[src/rtl/fc_pkg.sv]
// fc_pkg: shared types and helpers for the fully-connected layer engine.
// Holds the FSM state enum, accumulator/address width helpers and the
// saturation and ReLU functions used on the output path.
package fc_pkg;

    typedef enum logic [2:0] {
        IDLE,
        ACCUM,
        ACT,
        OUT,
        DONE
    } fc_state_e;

    // Accumulator width: a full product per input plus growth for N_IN terms,
    // so a whole row can be summed without overflow.
    function automatic int fc_acc_w(input int data_w, input int n_in);
        return 2 * data_w + $clog2(n_in);
    endfunction

    // Address width for n locations, never narrower than one bit.
    function automatic int fc_addr_w(input int n);
        return (n <= 2) ? 1 : $clog2(n);
    endfunction

    // Clamp a wide signed value into the signed data_w range.
    function automatic logic signed [63:0] fc_sat(input logic signed [63:0] x,
                                                  input int data_w);
        logic signed [63:0] hi;
        logic signed [63:0] lo;
        hi = (64'sd1 <<< (data_w - 1)) - 64'sd1;
        lo = -hi - 64'sd1;
        if (x > hi) return hi;
        if (x < lo) return lo;
        return x;
    endfunction

    // Rectifier: negative values become zero.
    function automatic logic signed [63:0] fc_relu(input logic signed [63:0] x);
        return (x < 64'sd0) ? 64'sd0 : x;
    endfunction

endpackage

[src/rtl/fc_layer_engine_if.sv]
// fc_layer_engine_if: memory read ports (weights, activations, bias) and the
// result stream of the layer engine. master = engine side, slave = memories
// plus result consumer.
interface fc_layer_engine_if
    import fc_pkg::*;
#(
    parameter int DATA_W = 16,
    parameter int LANES  = 4,
    parameter int N_IN   = 8,
    parameter int N_OUT  = 2,
    parameter int W_BASE = 0
);
    localparam int C   = N_IN / LANES;
    localparam int AW  = fc_addr_w(W_BASE + N_OUT * C);
    localparam int AAW = fc_addr_w(C);
    localparam int IW  = fc_addr_w(N_OUT);

    logic [AW-1:0]           o_w_addr;
    logic [LANES*DATA_W-1:0] i_w_data;
    logic [AAW-1:0]          o_a_addr;
    logic [LANES*DATA_W-1:0] i_a_data;
    logic [IW-1:0]           o_b_addr;
    logic [DATA_W-1:0]       i_b_data;
    logic                    o_valid;
    logic                    i_ready;
    logic [DATA_W-1:0]       o_data;
    logic [IW-1:0]           o_idx;

    modport master (
        output o_w_addr, o_a_addr, o_b_addr, o_valid, o_data, o_idx,
        input  i_w_data, i_a_data, i_b_data, i_ready
    );

    modport slave (
        input  o_w_addr, o_a_addr, o_b_addr, o_valid, o_data, o_idx,
        output i_w_data, i_a_data, i_b_data, i_ready
    );

endinterface

[src/rtl/fc_mac_lanes.sv]
// fc_mac_lanes: combinational multiply-accumulate across LANES word pairs.
// Each lane forms a signed full-precision product; the products are summed
// into an ACC_W-wide signed result.
module fc_mac_lanes
    import fc_pkg::*;
#(
    parameter int DATA_W = 16,
    parameter int LANES  = 4,
    parameter int ACC_W  = 35
) (
    input  logic [LANES*DATA_W-1:0] w_lanes,
    input  logic [LANES*DATA_W-1:0] a_lanes,
    output logic signed [ACC_W-1:0] sum
);
    logic signed [2*DATA_W-1:0] prod [LANES];

    // Per-lane signed products, sign-extended before multiplying.
    always_comb begin
        for (int j = 0; j < LANES; j++) begin
            prod[j] = (2*DATA_W)'($signed(w_lanes[j*DATA_W +: DATA_W]))
                    * (2*DATA_W)'($signed(a_lanes[j*DATA_W +: DATA_W]));
        end
    end

    // Sum of all lane products.
    always_comb begin
        sum = '0;
        for (int j = 0; j < LANES; j++) begin
            sum = sum + ACC_W'(prod[j]);
        end
    end

endmodule

[src/rtl/fc_layer_engine.sv]
// fc_layer_engine: computes N_OUT neurons of a fully-connected layer, LANES
// inputs per cycle, then adds bias, rescales, saturates and hands each result
// out over a valid/ready stream.
// Build option: define FC_RELU_EN to force negative results to zero.
module fc_layer_engine
    import fc_pkg::*;
#(
    parameter int DATA_W = 16,
    parameter int FRAC_W = 8,
    parameter int LANES  = 4,
    parameter int N_IN   = 8,
    parameter int N_OUT  = 2,
    parameter int W_BASE = 0
) (
    input  logic clk,
    input  logic iRst,
    input  logic i_start,
    output logic o_busy,
    output logic o_done,
    fc_layer_engine_if.master bus
);
    localparam int C     = N_IN / LANES;
    localparam int ACC_W = fc_acc_w(DATA_W, N_IN);
    localparam int AW    = fc_addr_w(W_BASE + N_OUT * C);
    localparam int AAW   = fc_addr_w(C);
    localparam int IW    = fc_addr_w(N_OUT);
    localparam int CW    = fc_addr_w(C + 1);

    generate
        if (N_IN % LANES != 0) begin : g_bad_lanes
            $fatal(1, "fc_layer_engine: N_IN must be a multiple of LANES");
        end
        if (N_OUT < 1) begin : g_bad_nout
            $fatal(1, "fc_layer_engine: N_OUT must be at least 1");
        end
    endgenerate

    fc_state_e state_q, state_d;
    logic                     row_start;
    logic                     last_row;
    logic [IW-1:0]            row_q, row_next;
    logic [CW-1:0]            cnt_q;
    logic                     vld_p0, vld_p1;
    logic signed [ACC_W-1:0]  mac_p1, acc_p1;
    logic [AW-1:0]            w_addr_q;
    logic [AAW-1:0]           a_addr_q;
    logic [IW-1:0]            b_addr_q;
    logic signed [DATA_W-1:0] data_q;
    logic signed [63:0]       pre_w, shf_w, sat_w, res_w;

    fc_mac_lanes #(
        .DATA_W (DATA_W),
        .LANES  (LANES),
        .ACC_W  (ACC_W)
    ) u_mac (
        .w_lanes (bus.i_w_data),
        .a_lanes (bus.i_a_data),
        .sum     (mac_p1)
    );

    assign last_row = (row_q == IW'(N_OUT - 1));
    // A chunk address is issued while the counter is below C.
    assign vld_p0   = (state_q == ACCUM) && (cnt_q < CW'(C));

    // State register.
    always_ff @(posedge clk) begin
        if (iRst) state_q <= IDLE;
        else      state_q <= state_d;
    end

    // Next state, plus row-start decode shared with the datapath.
    always_comb begin
        state_d   = state_q;
        row_start = 1'b0;
        row_next  = row_q;
        case (state_q)
            IDLE: if (i_start) begin
                state_d   = ACCUM;
                row_start = 1'b1;
                row_next  = '0;
            end
            ACCUM: if (cnt_q == CW'(C)) state_d = ACT;
            ACT:   state_d = OUT;
            OUT: if (bus.i_ready) begin
                if (last_row) begin
                    state_d = DONE;
                end else begin
                    state_d   = ACCUM;
                    row_start = 1'b1;
                    row_next  = row_q + IW'(1);
                end
            end
            DONE:    state_d = IDLE;
            default: state_d = IDLE;
        endcase
    end

    // Bias alignment, floor rescale and saturation of the finished sum.
    always_comb begin
        pre_w = 64'(acc_p1) + (64'($signed(bus.i_b_data)) <<< FRAC_W);
        shf_w = pre_w >>> FRAC_W;
        sat_w = fc_sat(shf_w, DATA_W);
`ifdef FC_RELU_EN
        res_w = fc_relu(sat_w);
`else
        res_w = sat_w;
`endif
    end

    // Row counter, chunk addressing, accumulation and result capture.
    always_ff @(posedge clk) begin
        if (iRst) begin
            row_q    <= '0;
            cnt_q    <= '0;
            vld_p1   <= 1'b0;
            acc_p1   <= '0;
            w_addr_q <= '0;
            a_addr_q <= '0;
            b_addr_q <= '0;
            data_q   <= '0;
        end else begin
            // Memory returns data one cycle after its address.
            vld_p1 <= vld_p0;
            if (row_start) begin
                row_q    <= row_next;
                cnt_q    <= '0;
                acc_p1   <= '0;
                w_addr_q <= AW'(W_BASE + int'(row_next) * C);
                a_addr_q <= '0;
                b_addr_q <= row_next;
            end else if (state_q == ACCUM) begin
                cnt_q <= cnt_q + CW'(1);
                if (vld_p1) acc_p1 <= acc_p1 + mac_p1;
                // Last chunk address stays put until the next row.
                if (cnt_q < CW'(C - 1)) begin
                    w_addr_q <= w_addr_q + AW'(1);
                    a_addr_q <= a_addr_q + AAW'(1);
                end
            end
            if (state_q == ACT) data_q <= DATA_W'(res_w);
        end
    end

    assign o_busy       = (state_q == ACCUM) || (state_q == ACT) || (state_q == OUT);
    assign o_done       = (state_q == DONE);
    assign bus.o_valid  = (state_q == OUT);
    assign bus.o_data   = data_q;
    assign bus.o_idx    = row_q;
    assign bus.o_w_addr = w_addr_q;
    assign bus.o_a_addr = a_addr_q;
    assign bus.o_b_addr = b_addr_q;

endmodule

[src/flat_wrapper.sv]
// flat-port wrapper written by rule: the top's interface ports become plain ports
module fc_layer_engine_flat import fc_pkg::*;
#(
    parameter int DATA_W = 16,
    parameter int FRAC_W = 8,
    parameter int LANES  = 4,
    parameter int N_IN   = 8,
    parameter int N_OUT  = 2,
    parameter int W_BASE = 0
)
  (clk, iRst, i_start, o_busy, o_done, bus_o_w_addr, bus_o_a_addr, bus_o_b_addr, bus_o_valid, bus_o_data, bus_o_idx, bus_i_w_data, bus_i_a_data, bus_i_b_data, bus_i_ready);
  fc_layer_engine_if #(.DATA_W(DATA_W), .LANES(LANES), .N_IN(N_IN), .N_OUT(N_OUT), .W_BASE(W_BASE)) bus_i ();
  input  logic clk;
  input  logic iRst;
  input  logic i_start;
  output logic o_busy;
  output logic o_done;
  output wire logic [$bits(bus_i.o_w_addr)-1:0] bus_o_w_addr;
  output wire logic [$bits(bus_i.o_a_addr)-1:0] bus_o_a_addr;
  output wire logic [$bits(bus_i.o_b_addr)-1:0] bus_o_b_addr;
  output wire logic [$bits(bus_i.o_valid)-1:0] bus_o_valid;
  output wire logic [$bits(bus_i.o_data)-1:0] bus_o_data;
  output wire logic [$bits(bus_i.o_idx)-1:0] bus_o_idx;
  input wire logic [$bits(bus_i.i_w_data)-1:0] bus_i_w_data;
  input wire logic [$bits(bus_i.i_a_data)-1:0] bus_i_a_data;
  input wire logic [$bits(bus_i.i_b_data)-1:0] bus_i_b_data;
  input wire logic [$bits(bus_i.i_ready)-1:0] bus_i_ready;
  assign bus_o_w_addr = bus_i.o_w_addr;
  assign bus_o_a_addr = bus_i.o_a_addr;
  assign bus_o_b_addr = bus_i.o_b_addr;
  assign bus_o_valid = bus_i.o_valid;
  assign bus_o_data = bus_i.o_data;
  assign bus_o_idx = bus_i.o_idx;
  assign bus_i.i_w_data = bus_i_w_data;
  assign bus_i.i_a_data = bus_i_a_data;
  assign bus_i.i_b_data = bus_i_b_data;
  assign bus_i.i_ready = bus_i_ready;
  fc_layer_engine #(.DATA_W(DATA_W), .FRAC_W(FRAC_W), .LANES(LANES), .N_IN(N_IN), .N_OUT(N_OUT), .W_BASE(W_BASE)) u_core (.clk(clk), .iRst(iRst), .i_start(i_start), .o_busy(o_busy), .o_done(o_done), .bus(bus_i));
endmodule
[config.mk]
export PLATFORM = sky130hd
export DESIGN_NAME = fc_layer_engine_flat
export DESIGN_NICKNAME = d
export VERILOG_FILES = /design/src/rtl/fc_pkg.sv /design/src/rtl/fc_layer_engine_if.sv /design/src/rtl/fc_mac_lanes.sv /design/src/rtl/fc_layer_engine.sv /design/src/flat_wrapper.sv
export SDC_FILE = /design/constraint.sdc
export NUM_CORES = 2
export LEC_CHECK = 0
export CORE_MARGIN = 2
export CORE_UTILIZATION = 30
export CTS_BUF_LIST = sky130_fd_sc_hd__clkbuf_4
export CTS_CLUSTER_DIAMETER = 80
export CTS_CLUSTER_SIZE = 24
export DETAILED_ROUTE_END_ITERATION = 16
export GPL_TIMING_DRIVEN = 1
export MAX_ROUTING_LAYER = met4
export PLACE_DENSITY = 0.54
export RECOVER_POWER = 50
export SYNTH_ARGS = -nofsm -noshare
export SYNTH_HDL_FRONTEND = slang
export SYNTH_SLANG_ARGS = --single-unit
[constraint.sdc]
create_clock -name clk -period 13.38 [get_ports clk]
set_input_delay 2.676 -clock clk [delete_from_list [all_inputs] [get_ports clk]]
set_output_delay 2.676 -clock clk [all_outputs]
set_load 0.05 [all_outputs]
==> flow_summary.toml <==
[run_status]
status = "finished with violations"
violations = "max-capacitance violations, max-slew violations"

[setup_path]
cp.buffers_inverters = 7
r2r_setup_slack_ns = 5.22
cp.arrival_ns = 12.39
reg2reg_depth = 26
worst-setup-path-type = "in -> reg"
slowest_delay_ns = 1.04
cpLargestDelayFamily = "adder cells"
cp-end-kind = "flop"
critical_path.startpoint_type = "input port"
path_common_cell = "fa_1"
path_max_fanout = 11
r2r_end = "u_core.acc_p1[33]"
path_depth = 29
startpoint = "bus_i_w_data[63]"
crit_end = "u_core.acc_p1[32]"
r2r_start = "u_core.acc_p1[15]"
critPathRequiredTime_ns = 13.70
slowest_stage = "fa_1"

[clocking]
root_buffer = "clkbuf_4"
htreeDepth = 3
cts_tree = "built"
post_cts_buffers = 0
cts_resized = 0
cts_hold_buf = 0
clock-sinks = 61
insertion_delay_ns = 0.53
clockBufferDepth = 2
cts_made_buffers = 9
clkTransAtPathRegs_ns = 0.14

[final_layout]
regArea_um2 = 1220
fill_cells = 15800
final_util_pct = 33.0
num-nets-final = 6677
areaGrowthSynthToFinish_pct = 8.93
multi_input_area_um2 = 39100
drive_gt1_share_pct = 1.80

[sta]
setup_tns_ns = 0
period_share_pct = 90.2
period_needed_ns = 12.07
clock.fmax_mhz = 82.8
worstMarginPinSlew_ns = 2.55
drv_slew = 62
slew_headroom_pct = -72.3
hold_viol_final = 0
rsz0062_at_grt = "no"
setup_viol = 0
fin_worst_skew_ns = 0.0322

[logic_synthesis]
ys_warn_count = 0
synth_area_leaders = "fa_1 (57%), inv_1 (11%), ha_1 (8.9%)"
ys_ff_latch = 61
ys.flop_type = "dfxtp_1"
synth-async-reset-ratio_pct = 0
synth_nets = 6609
synth_top_area_share_pct = 57.2
synth_top_cell_by_area = "fa_1"
synth.most_common_cell = "inv_1"
synth_cell_types = 75
synth-seq-area-share_pct = 2.65
avgSynthCellArea_um2 = 9.58
synth_area_um2 = 46100
synth_edf_count = 0
netlist_instances = 4814
ys_top_cells_by_count = "inv_1 (1,371), fa_1 (1,318), nand2_1 (555)"

[global_route]
grt_pass1_vias = 34900
grt_overflow = 0
grt_max_degree = 48
antenna_found_initial = 33
grt_pass1_wl_um = 203000
grt_use_total_pct = 17.2

[floorplanning]
die_x_um = 396
fp.dieH_um = 396
num_io_pins = 172
fp.coreArea_um2 = 152000
start_util_pct = 30.3
die_area_um2 = 157000
row_count = 143

[routing]
via_per_inst = 4.45
ant_nets = 0
routedWlPerCell_um = 18.0
routed_wl_um = 125000
first_pass_iters = 5
dr_total_vias = 30900
drt-initial-drc-count = 1536
drcViolationCount = 0

[placement]
dpl.hpwl_um = 115000
globalplace.congestion = 0.883
port_buffers = 171

[run]
maxCapViolCount = 2

[hold_path]
hold_path.class = "reg -> reg"
holdPathStages = 2
==> kinds of logic after synthesis <==
group / after synthesis / synth area share, %
AO/OA/AOI/OAI: 222 / 3.40
XOR/XNOR: 64 / 1.22
adder cells (fa/ha/maj): 1647 / 66.2
buffers and inverters: 1524 / 12.5
flip-flops: 61 / 2.65
multiplexers: 4 / 0.0869
AND/OR/NAND/NOR: 1292 / 14.0
==> metrics by stage <==
stage | instances | setup WS (ns) | hold WS [ns] | instance area [µm²]
after floorplan | 4814 | 2.22 | 0.425 | 46100
after global placement | 6901 | 0.802 | 0.448 | 50000
after detailed placement | 6901 | 0.765 | 0.453 | 50000
after CTS | 6917 | 1.33 | 0.472 | 50200
after global routing | 6942 | 0.864 | 0.497 | 50200
final | 6943 | 1.31 | 0.470 | 50200
==> cell type report <==
class / instances / share of cell area, %
clock buffers: 9 / 0.135
clock inverters: 7 / 0.150
inverters: 1372 / 10.3
repair buffers: 209 / 3.97
diodes: 26 / 0.130
multi-input cells: 3229 / 77.9
well taps: 2030 / 5.06
flip-flops and latches: 61 / 2.43
==> registers in the layout, indices dropped and copies added, names as in the netlist <==
signal,flops
u_core.vld_p1,1
u_core.cnt_q,2
u_core.bus.o_a_addr,1
u_core.bus.o_w_addr,2
u_core.bus.o_data,16
u_core.acc_p1,35
u_core.state_q,3
u_core.bus.o_b_addr,1
==> per-layer routing <==
| layer | global-route usage (%) | part of all wire, % | vias up | wire [µm] |
|---|---|---|---|---|
| met3 | 2.76 | 5.9 | 67 | 7380 |
| met4 | 1.83 | 0.79 | 0 | 979 |
| met2 | 26.5 | 45 | 617 | 56100 |
| met1 | 24.5 | 48 | 16300 | 60200 |
| li1 | - | - | 13900 | - |
| met5 | - | 0 | - | 0 |
==> cells in the final DEF (no fill, tap or decap), types with 5 or more instances in the layout <==
cell and instances:
inv_1 1371, a21o_1 15, buf_4 37, a211oi_1 17, clkbuf_4 9, nand3b_1 5, xnor2_1 50, dlygate4sd3_1 27
o21ai_0 37, ha_1 329, nor4_1 5, clkdlybuf4s50_1 144, dfxtp_1 61, a21oi_1 66, o21a_1 13, a211oi_2 8
nand2b_1 36, nand4_1 5, nor2b_1 5, xor2_1 14, and2_1 505, fa_1 1318, diode_2 26, nor3_1 15
nand3_1 21, nand2_1 554, a211o_1 6, nor2_1 105
==> tightest hold or removal path, stage by stage (launching register included) <==
cell     delay (ns)
dfxtp_1        0.34
nand2_1        0.05
a21oi_1        0.05
==> worst min path at each step <==
stage,start,end,slack (ns)
after floorplan,u_core.cnt_q[1],u_core.vld_p1,0.42
after global placement,u_core.acc_p1[3],u_core.acc_p1[3],0.45
after detailed placement,u_core.acc_p1[0],u_core.acc_p1[0],0.45
after CTS,u_core.acc_p1[1],u_core.acc_p1[1],0.47
after global routing,u_core.acc_p1[4],u_core.acc_p1[4],0.50
final,u_core.acc_p1[0],u_core.acc_p1[0],0.47
Power is not shown: default switching activity piles up to over one toggle a cycle in this logic, so the estimate is an artifact.
